`config.mk`:
```
export PLATFORM = sky130hd
export DESIGN_NAME = cdc_hs_rx_ctrl
export DESIGN_NICKNAME = d
export VERILOG_FILES = /design/src/rtl/cdc_pkg.sv /design/src/rtl/sync_stages.sv /design/src/rtl/cdc_hs_rx_ctrl.sv
export SDC_FILE = /design/constraint.sdc
export NUM_CORES = 1
export LEC_CHECK = 0
export ABC_AREA = 1
export CAP_MARGIN = 20
export CORE_MARGIN = 3
export CORE_UTILIZATION = 46
export CTS_CLUSTER_SIZE = 12
export DETAILED_ROUTE_END_ITERATION = 8
export HOLD_SLACK_MARGIN = 0.08
export MAX_ROUTING_LAYER = met4
export PLACE_DENSITY = 0.84
export SKIP_LAST_GASP = 1
export SLEW_MARGIN = 20
export SYNTH_ARGS = -nofsm -noshare
export SYNTH_HDL_FRONTEND = slang
export SYNTH_HIERARCHICAL = 1
export SYNTH_SLANG_ARGS = --single-unit
```
`constraint.sdc`:
```
create_clock -name clk -period 3.2 [get_ports clk]
set_clock_uncertainty 0.15 [all_clocks]
set_input_delay 0.32 -clock clk [delete_from_list [all_inputs] [get_ports clk]]
set_output_delay 0.32 -clock clk [all_outputs]
set_load 0.05 [all_outputs]
```
`src/rtl/cdc_pkg.sv`:
```
// Shared definitions for the req/ack clock-domain-crossing controllers.
// Holds the handshake FSM state encoding and the minimum synchronizer depth.
package cdc_pkg;

  localparam int CDC_MIN_SYNC_STAGES = 2;

  typedef enum logic [1:0] {
    IDLE  = 2'd0,
    VALID = 2'd1,
    ACK   = 2'd2
  } cdc_state_e;

endpackage

```
`src/rtl/sync_stages.sv`:
```
// Single-bit multi-flop synchronizer with active-low synchronous reset.
// The output is the input delayed by STAGES destination clock edges.
module sync_stages #(
  parameter int STAGES = 2
) (
  input  logic clk,
  input  logic rst_n,
  input  logic d,
  output logic q
);

  logic [STAGES-1:0] chain;

  always_ff @(posedge clk) begin
    if (!rst_n) begin
      chain <= '0;
    end else begin
      chain <= {chain[STAGES-2:0], d};
    end
  end

  assign q = chain[STAGES-1];

endmodule

```
`src/rtl/cdc_hs_rx_ctrl.sv`:
```
// Destination side of a 4-phase req/ack crossing: synchronizes req, captures the
// quasi-static data bus into a valid/ready stream and returns a registered ack.
module cdc_hs_rx_ctrl
  import cdc_pkg::*;
#(
  parameter int DATA_W      = 32,
  parameter int SYNC_STAGES = 2,
  parameter int CNT_W       = 16
) (
  input  logic              clk,
  input  logic              rst,
  input  logic              async_req_i,
  input  logic [DATA_W-1:0] async_data_i,
  output logic              async_ack_o,
  output logic              m_valid,
  input  logic              m_ready,
  output logic [DATA_W-1:0] m_data,
  output logic [CNT_W-1:0]  xfer_cnt,
  output logic              proto_err
);

  if (SYNC_STAGES < CDC_MIN_SYNC_STAGES) begin : g_bad_sync_stages
    $error("cdc_hs_rx_ctrl: SYNC_STAGES must be at least %0d", CDC_MIN_SYNC_STAGES);
  end

  cdc_state_e       state, state_n;
  logic             req_s;
  logic             ack_q, ack_n;
  logic             valid_q, valid_n;
  logic             err_q, err_n;
  logic [CNT_W-1:0] cnt_q, cnt_n;
  logic             data_load;

  sync_stages #(
    .STAGES (SYNC_STAGES)
  ) u_req_sync (
    .clk   (clk),
    .rst_n (~rst),
    .d     (async_req_i),
    .q     (req_s)
  );

  always_ff @(posedge clk) begin
    if (rst) begin
      state   <= IDLE;
      ack_q   <= 1'b0;
      valid_q <= 1'b0;
      err_q   <= 1'b0;
      cnt_q   <= '0;
    end else begin
      state   <= state_n;
      ack_q   <= ack_n;
      valid_q <= valid_n;
      err_q   <= err_n;
      cnt_q   <= cnt_n;
    end
  end

  // CDC waiver: async_data_i is deliberately unsynchronized. The source holds it
  // stable while req is high, and it is only loaded once req_s has been seen.
  always_ff @(posedge clk) begin
    if (rst) begin
      m_data <= '0;
    end else if (data_load) begin
      m_data <= async_data_i;
    end
  end

  always_comb begin
    state_n   = state;
    ack_n     = ack_q;
    valid_n   = valid_q;
    err_n     = err_q;
    cnt_n     = cnt_q;
    data_load = 1'b0;
    case (state)
      IDLE: begin
        if (req_s) begin
          data_load = 1'b1;
          valid_n   = 1'b1;
          state_n   = VALID;
        end
      end
      VALID: begin
        // A handshake in the same cycle as a withdrawal still completes the transfer.
        if (valid_q && m_ready) begin
          valid_n = 1'b0;
          ack_n   = 1'b1;
          cnt_n   = cnt_q + CNT_W'(1);
          state_n = ACK;
        end else if (!req_s) begin
          err_n   = 1'b1;
          valid_n = 1'b0;
          state_n = IDLE;
        end
      end
      ACK: begin
        if (!req_s) begin
          ack_n   = 1'b0;
          state_n = IDLE;
        end
      end
      default: begin
        valid_n = 1'b0;
        ack_n   = 1'b0;
        state_n = IDLE;
      end
    endcase
  end

  assign async_ack_o = ack_q;
  assign m_valid     = valid_q;
  assign xfer_cnt    = cnt_q;
  assign proto_err   = err_q;

endmodule
```
==> results.yml, run 1 <==
detailed_routing:
  drtAntennaViolNets: 0
  drt-total-wl_um: 5300
  vias_per_cell: 4.96
  vias: 2127
  wl_per_cell_um: 12.4
  drc: 0
  drt_iter0_markers: 151
  first_pass_iters: 4
floorplan:
  die_h_um: 74.6
  rows: 24
  fp.dieW_um: 74.6
  core_area_sq_mm: 0.00444
  die-area_sq_mm: 0.00556
  start_util_pct: 48.7
  io_pins: 87
layout:
  nets: 413
  layout-drive-gt1-share_pct: 5.57
  final_cells: 429
  area_growth_syn_to_layout_pct: 44.3
  postLayoutCellArea_sq_mm: 0.00312
  n_fill_cell: 384
  fin_util_pct: 70.3
  antennaDiodeCount: 0
critical_path:
  crit_chain: "clkdlybuf4s50_1"
  cp_max_fo: 5
  path_delay_family: "buffers and inverters"
  cp_slowest_stage_delay_ns: 0.84
  path_class: "reg2out"
  r2r_start: "m_valid"
  cp.required_ns: 2.73
  crit_buf_inv: 1
  crit_path_start_kind: "flop"
  cp-end-kind: "primary output"
  slowest_stage: "clkdlybuf4s50_1"
  crit_start: "xfer_cnt[6]"
  critPathArrivalTime_ns: 1.57
global_route:
  antenna_found_initial: 0
  first_global_vias: 1976
  grt_max_degree: 45
  grt_pass1_wl_um: 8650
  grt.overflow.total: 0
  track_usage_pct: 20.3
min_path:
  min-delay-start: "u_req_sync/chain[0]"
  min_path_type: "reg2reg"
sta:
  rsz0062_at_grt: "false"
  slew_headroom_pct: 64.4
  max_freq_mhz: 491
  timing_hold_violations_final: 0
  fin_setup_tns_ns: 0
  slew_viol_final: 0
  period_share_pct: 63.7
  whs_ns: 0.271
  period_needed_ns: 2.04
  tightest_slew_ns: 0.533
  setup-violations-final: 0
flow_run:
  maxCapViolations: 0
yosys:
  yosysWarnings: 6
  async_flop_share_pct: 0
  yosys.area.top_type: "dfxtp_1"
  synth_most_common_cell: "nor2_1"
  syn_area_sq_mm: 0.00216
  synth-main-ff-cell: "dfxtp_1"
  synth_fp_nets: 330
  synthCells: 293
  yosysUniqueCellTypes: 23
  ys_top_cells_by_area: "dfxtp_1 (51%), nor2_1 (15%), o21ai_0 (9.7%)"
  synth_top_cell_area_share_pct: 50.9
  synth-edff-count: 0
  syn_avg_cell_area_sq_um: 7.39
  ys_seq_elements: 55
  synth_common_cells: "nor2_1 (89), dfxtp_1 (55), o21ai_0 (42)"
  yosysSeqAreaShare_pct: 50.9
clock_tree:
  htreeDepth: 2
  clock-sinks: 55
  clockRootBuffer: "clkbuf_8"
  clk_path_buf_depth: 2
  cts_tree: "done"
  insertion_delay_ns: 0.30
  cts_buffers: 5
  cts-resized-gates: 0
  ctsHoldBuffers: 0
  post_cts_buffers: 0
  clkTransAtPathRegs_ns: 0.09
power_and_ir_drop:
  max-vdd-ir-drop_uv: 229
  p_leak_uw: 0.00116
  clkPwrFrac_pct: 28.0
  swShare_pct: 27.3
  power_density_mw_per_mm2: 420
  netSwitchingPower_uw: 359
  pwr-share-comb_pct: 17.1
  intPower_uw: 954
  power_frac_seq_pct: 54.9
placement:
  dp_hpwl_um: 3900
  gp_congestion: 0.870
  io_buffers: 86
  dpl.cell_count: 421
  dpl_cell_area_sq_mm: 0.00304
run_status:
  outcome: "complete, no violations"
==> worst paths after layout <==
check | to | slack, ns | depth (start not counted)
worst min-delay path | u_req_sync/chain[1] | 0.27 | 2
worst min register to register | u_req_sync/chain[1] | 0.27 | 2
worst max-delay path | xfer_cnt[6] | 1.16 | 1
worst max register to register | xfer_cnt[11] | 1.63 | 7
==> layout by cell type (no fill, tap or decap) <==
| cell | count |
|---|---|
| clkinvlp_4 | 1 |
| clkbuf_1 | 1 |
| a211oi_1 | 1 |
| xor2_1 | 1 |
| clkdlybuf4s50_1 | 86 |
| buf_4 | 2 |
| clkinv_2 | 1 |
| nor2_4 | 2 |
| clkinv_1 | 1 |
| dfxtp_1 | 55 |
| clkbuf_8 | 5 |
| o21ai_0 | 42 |
| a31oi_1 | 1 |
| nor2_1 | 89 |
| nand3_1 | 5 |
| inv_2 | 2 |
| inv_1 | 22 |
| a21oi_1 | 13 |
| nor2_2 | 3 |
| nand2_1 | 34 |
| nand4_1 | 4 |
| nand3_2 | 2 |
| ha_1 | 1 |
| nand2_2 | 3 |
==> logic make-up (layout without fill, tap and decap cells) <==
logic type                 after synthesis  after routing  synth area share, %
AOI/OAI and AO/OA                       57             57                 13.4
and+or+nand+nor                        142            142                 27.3
xor gates and xnor gates                 1              1                0.405
DFF                                     55             55                 50.9
buffers and inverters                   37            121                 7.46
adders and majority gates                1              1                0.578
==> metal layers <==
metal / share of wire [%] / track usage (%) / vias up
met5: 0 / - / -
met4: 1.7 / 7.31 / 0
met3: 7.0 / 3.92 / 9
met2: 45 / 33.2 / 74
met1: 46 / 25.0 / 954
li1: - / - / 1090
==> cell type report <==
type | instances | area (sq um) | share of cell area (%)
Timing Repair Buffer | 88 | 876 | 28.0
Clock inverter | 2 | 12.5 | 0.401
Multi-Input combinational cell | 201 | 902 | 28.9
Inverter | 25 | 93.8 | 3.00
Sequential cell | 55 | 1100 | 35.3
Clock buffer | 6 | 72.6 | 2.32
Tap cell | 52 | 65.1 | 2.08
==> power groups by stage <==
stage               registers, uW  clock network (uW)  logic [uW]
finish                        720                 368         225
global route                  723                 398         242
global placement              735                   0         223
floorplan                     812                   0        52.8
detailed placement            737                   0         225
CTS                           721                 379         226
==> state kept, by name, summed over array words and instances (netlist names) <==
name              cells
m_valid               1
state                 2
u_req_sync/chain      2
m_data               32
proto_err             1
async_ack_o           1
xfer_cnt             16
==> worst min-delay path: stages, from the launching register on <==
cell,delay [ns]
dfxtp_1,0.31
nand2_1,0.04
inv_1,0.04
==> metrics by stage <==
step	setup slack, ns	power, uW
floorplan	1.44	865
global placement	1.23	958
detailed placement	1.20	962
CTS	1.15	1330
global route	1.11	1360
finish	1.16	1310
(Power assumes the default switching activity.)
==> run 2: changes to the inputs <==
CORE_UTILIZATION = 43   (was 46)
PLACE_DENSITY = 0.8   (was 0.84)
clock period = 2 ns   (was 3.2 ns; I/O delays follow)
==> results.yml, run 2 (synthesis gave the netlist of run 1 again) <==
global_route:
  antenna_found_initial: 0
  grt_pass1_wl_um: 8540
  grt_max_degree: 34
  grt.overflow.total: 0
  first_global_vias: 1939
  track_usage_pct: 17.8
detailed_routing:
  first_pass_iters: 5
  drt_iter0_markers: 82
  vias: 2131
  vias_per_cell: 4.79
  drtAntennaViolNets: 0
  wl_per_cell_um: 11.5
  drc: 0
  drt-total-wl_um: 5100
clock_tree:
  cts_buffers: 5
  cts-resized-gates: 0
  htreeDepth: 2
  ctsHoldBuffers: 0
  clock-sinks: 55
  post_cts_buffers: 0
  clockRootBuffer: "clkbuf_8"
  cts_tree: "done"
  insertion_delay_ns: 0.30
  clk_path_buf_depth: 2
  clkTransAtPathRegs_ns: 0.09
layout:
  mostFrequentLayoutCells: "nor2_1 (89), clkdlybuf4s50_1 (86), dfxtp_1 (55)"
  layout-drive-gt1-share_pct: 5.56
  largest_reg_flops: 32
  area_growth_syn_to_layout_pct: 45.3
  n_fill_cell: 430
  antennaDiodeCount: 0
  regMostFlops: "m_data"
  nets: 414
  final_common_cell: "nor2_1"
placement:
  dp_hpwl_um: 3750
  io_buffers: 86
  gp_congestion: 0.872
  post-place-ws_ns: 0.146
sta:
  slew_viol_final: 0
  rsz0062_at_grt: "false"
  slew_headroom_pct: 62.8
  tightest_slew_ns: 0.557
  setup-violations-final: 0
  layout_setup_ws_ns: 0.0733
  period_needed_ns: 1.93
  fin_setup_tns_ns: 0
  max_freq_mhz: 519
  timing_hold_violations_final: 0
  period_share_pct: 96.3
flow_run:
  maxCapViolations: 0
min_path:
  min-delay-start: "async_req_i"
  min_path_type: "in2reg"
  hold_depth: 3
  min_to: "u_req_sync/chain[0]"
critical_path:
  cp.required_ns: 1.65
  slowest_stage: "clkdlybuf4s50_1"
  r2r_end: "xfer_cnt[13]"
  cp-end-kind: "primary output"
  crit_path_start_kind: "flop"
  crit_buf_inv: 1
  path_class: "reg2out"
  cp_slowest_stage_delay_ns: 0.85
  reg2reg_depth: 7
  cp_max_fo: 5
  path_delay_family: "buffers and inverters"
  r2r_start: "m_valid"
  reg2reg_slack_ns: 0.46
  crit_chain: "clkdlybuf4s50_1"
  critPathArrivalTime_ns: 1.58
floorplan:
  io_pins: 87
  fp.dieW_um: 77.0
  die-area_sq_mm: 0.00592
  rows: 25
  core_area_sq_mm: 0.00479
  start_util_pct: 45.2
  die_h_um: 77.0
power_and_ir_drop:
  power_density_mw_per_mm2: 665
  max-vdd-ir-drop_uv: 389
  p_leak_uw: 0.00117
run_status:
  outcome: "complete, no violations"
## run 2: cell count changes in the layout (fill, tap and decap cells not counted)
cell        change
buf_4           +1
clkbuf_1        +1
clkinvlp_4      -1
## run 2: worst max path at each step
stage / startpoint / endpoint / slack [ns] / depth (start not counted)
floorplan: xfer_cnt[1] / xfer_cnt[10] / 0.24 / 8
global placement: m_ready / xfer_cnt[11] / 0.20 / 8
detailed placement: m_ready / xfer_cnt[13] / 0.15 / 8
CTS: xfer_cnt[13] / xfer_cnt[13] / 0.06 / 1
global route: xfer_cnt[13] / xfer_cnt[13] / 0.02 / 1
finish: xfer_cnt[6] / xfer_cnt[6] / 0.07 / 1
## run 2: stage by stage
step / instances / utilization (%) / total power (uW) / hold WS [ns] / instance area [sq um]
5_1_grt: 445 / 65.7 / 2180 / 0.282 / 3150
3_5_place_dp: 437 / 64.0 / 1540 / 0.261 / 3060
4_1_cts: 445 / 65.7 / 2120 / 0.252 / 3150
3_3_place_gp: 437 / 64.0 / 1530 / 0.251 / 3060
6_report: 445 / 65.7 / 2090 / 0.267 / 3150
2_1_floorplan: 293 / - / 1380 / 0.119 / 2160
## run 2: where the power goes
part	switching, uW	internal (uW)
Sequential	19.0	1130
Clock	334	247
Combinational	211	150
## run 2: cell type report
class,count,area [sq um],area share (%)
inverters,25,93.8,2.98
repair buffers,89,883,28.1
clock inverters,1,5.00,0.159
well taps,67,83.8,2.67
clock buffers,7,76.3,2.43
multi-input cells,201,902,28.7
flip-flops and latches,55,1100,35.0
## run 2: routing by layer
| layer | up-vias | track usage [%] | part of all wire [%] |
|---|---|---|---|
| met5 | - | - | 0 |
| met1 | 965 | 21.0 | 47 |
| li1 | 1094 | - | - |
| met4 | 0 | 4.35 | 0.84 |
| met3 | 5 | 3.87 | 4.1 |
| met2 | 67 | 30.9 | 48 |
==> run 3: changes to the inputs <==
SYNTH_HIERARCHICAL = default   (was 1)
==> results.yml, run 3 <==
clock_tree:
  clockRootBuffer: "clkbuf_8"
  htreeDepth: 2
  cts_tree: "done"
  cts_buffers: 5
  clock-sinks: 55
  ctsHoldBuffers: 0
  insertion_delay_ns: 0.30
  post_cts_buffers: 0
  cts-resized-gates: 0
  clkTransAtPathRegs_ns: 0.09
  clk_path_buf_depth: 2
layout:
  regMostFlops: "m_data"
  nets: 423
  layout-drive-gt1-share_pct: 5.68
  antennaDiodeCount: 0
  largest_reg_flops: 32
  final_cells: 454
  area_growth_syn_to_layout_pct: 48.1
  final_common_cell: "nor2_1"
  mostFrequentLayoutCells: "nor2_1 (93), clkdlybuf4s50_1 (86), dfxtp_1 (55)"
critical_path:
  cp.required_ns: 1.65
  cp-end-kind: "primary output"
  cp.depth: 1
  critPathArrivalTime_ns: 1.56
  crit_buf_inv: 1
  path_delay_family: "buffers and inverters"
  reg2reg_slack_ns: 0.48
  crit_path_start_kind: "flop"
  path_class: "reg2out"
  slowest_stage: "clkdlybuf4s50_1"
  cp_slowest_stage_delay_ns: 0.84
  reg2reg_depth: 7
  crit_chain: "clkdlybuf4s50_1"
  cp_max_fo: 5
placement:
  dp_hpwl_um: 3700
  post-place-ws_ns: 0.192
  gp_congestion: 0.868
  dpl.cell_count: 446
  io_buffers: 86
global_route:
  first_global_vias: 1900
  grt_util_met1_pct: 23.7
  met2_usage_pct: 28.8
  grt.busiest_layer: "met2"
  grt_pass1_wl_um: 8710
  track_usage_pct: 18.3
  grt_use_met3_pct: 4.69
  grt_max_degree: 47
  antenna_found_initial: 0
  grt.overflow.total: 0
sta:
  fin_setup_tns_ns: 0
  max_freq_mhz: 523
  timing_hold_violations_final: 0
  period_share_pct: 95.6
  tightest_slew_ns: 0.551
  layout_setup_ws_ns: 0.0889
  whs_ns: 0.252
  period_needed_ns: 1.91
  slew_viol_final: 0
  rsz0062_at_grt: "false"
  slew_headroom_pct: 63.2
  setup-violations-final: 0
yosys:
  syn_area_sq_mm: 0.00217
  synth-edff-count: 0
  async_flop_share_pct: 0
  yosys.area.top_type: "dfxtp_1"
  yosysUniqueCellTypes: 23
  ys_top_cells_by_area: "dfxtp_1 (51%), nor2_1 (16%), o21ai_0 (9.2%)"
  yosysWarnings: 0
  synth_most_common_cell: "nor2_1"
  yosysSeqAreaShare_pct: 50.7
  synth_top_cell_area_share_pct: 50.7
  synth_fp_nets: 338
  syn_avg_cell_area_sq_um: 7.22
  ys_seq_elements: 55
  synth_common_cells: "nor2_1 (93), dfxtp_1 (55), o21ai_0 (40)"
  synth-main-ff-cell: "dfxtp_1"
  synthCells: 301
floorplan:
  fp.dieW_um: 77.1
  start_util_pct: 45.1
  io_pins: 87
  core_area_sq_mm: 0.00482
  rows: 25
  die_h_um: 77.1
  die-area_sq_mm: 0.00594
min_path:
  min_path_type: "reg2reg"
  hold_depth: 2
run_status:
  outcome: "complete, no violations"
power_and_ir_drop:
  intPower_uw: 1690
  pwr-share-comb_pct: 16.1
  power_frac_seq_pct: 50.8
  clkPwrFrac_pct: 33.0
  power_density_mw_per_mm2: 704
  netSwitchingPower_uw: 575
  swShare_pct: 25.4
  power.total_uw: 2270
  max-vdd-ir-drop_uv: 467
  p_leak_uw: 0.00124
detailed_routing:
  vias_per_cell: 4.62
  drtAntennaViolNets: 0
  drc: 0
  first_pass_iters: 4
  wl_per_cell_um: 11.5
  vias: 2097
  drt_iter0_markers: 76
  drt-total-wl_um: 5220
flow_run:
  maxCapViolations: 0
## run 3: changes by cell type after synthesis, moves of 3 or more
cell and change:
inv_1 +4, nand2_1 +4, nor2_1 +4, buf_2 +3, buf_4 -3
## run 3: logic make-up (layout without fill, tap and decap cells)
group	after synthesis	in the layout	synth area share, %
flops	55	55	50.7
xor+xnor	1	1	0.403
simple gates	148	148	27.9
compound gates	54	54	12.6
fa+ha+maj	1	1	0.576
buf+inv	42	128	7.89
## run 3: cell type report
cell class | count | area, sq um
clock buffer | 6 | 82.6
timing repair buffer | 90 | 903
clock inverter | 2 | 35.0
tap | 67 | 83.8
fill | 461 | 1600
multi-input combinational | 204 | 901
inverter | 30 | 113
sequential | 55 | 1100
## run 3: power groups by stage
stage	combinational, uW	sequential (uW)	clock [uW]
floorplan	84.1	1300	0
global placement	365	1180	0
detailed placement	367	1180	0
CTS	368	1150	776
global route	388	1160	819
finish	366	1150	749
## run 3: worst paths after layout
check,from,end
min,u_req_sync.chain[0],u_req_sync.chain[1]
min reg2reg,u_req_sync.chain[0],u_req_sync.chain[1]
max reg2reg,m_valid,xfer_cnt[13]
max,xfer_cnt[11],xfer_cnt[11]
## run 3: metal layers
metal	vias to the layer above	wire length (um)
li1	1115	-
met1	907	2580
met2	69	2260
met3	6	332
met4	0	49
met5	-	0
## run 3: through the flow
stage,utilization [%],instance area (sq um)
after floorplan,-,2170
after global placement,64.4,3100
after detailed placement,64.4,3100
after CTS,66.8,3220
after global routing,66.8,3220
final,66.8,3220
## run 3: tightest hold or removal path, delay by kind of cell (launching register included)
kind | cells | cell delay (ns)
buf+inv | 1 | 0.04
flops | 1 | 0.31
simple gates | 1 | 0.03
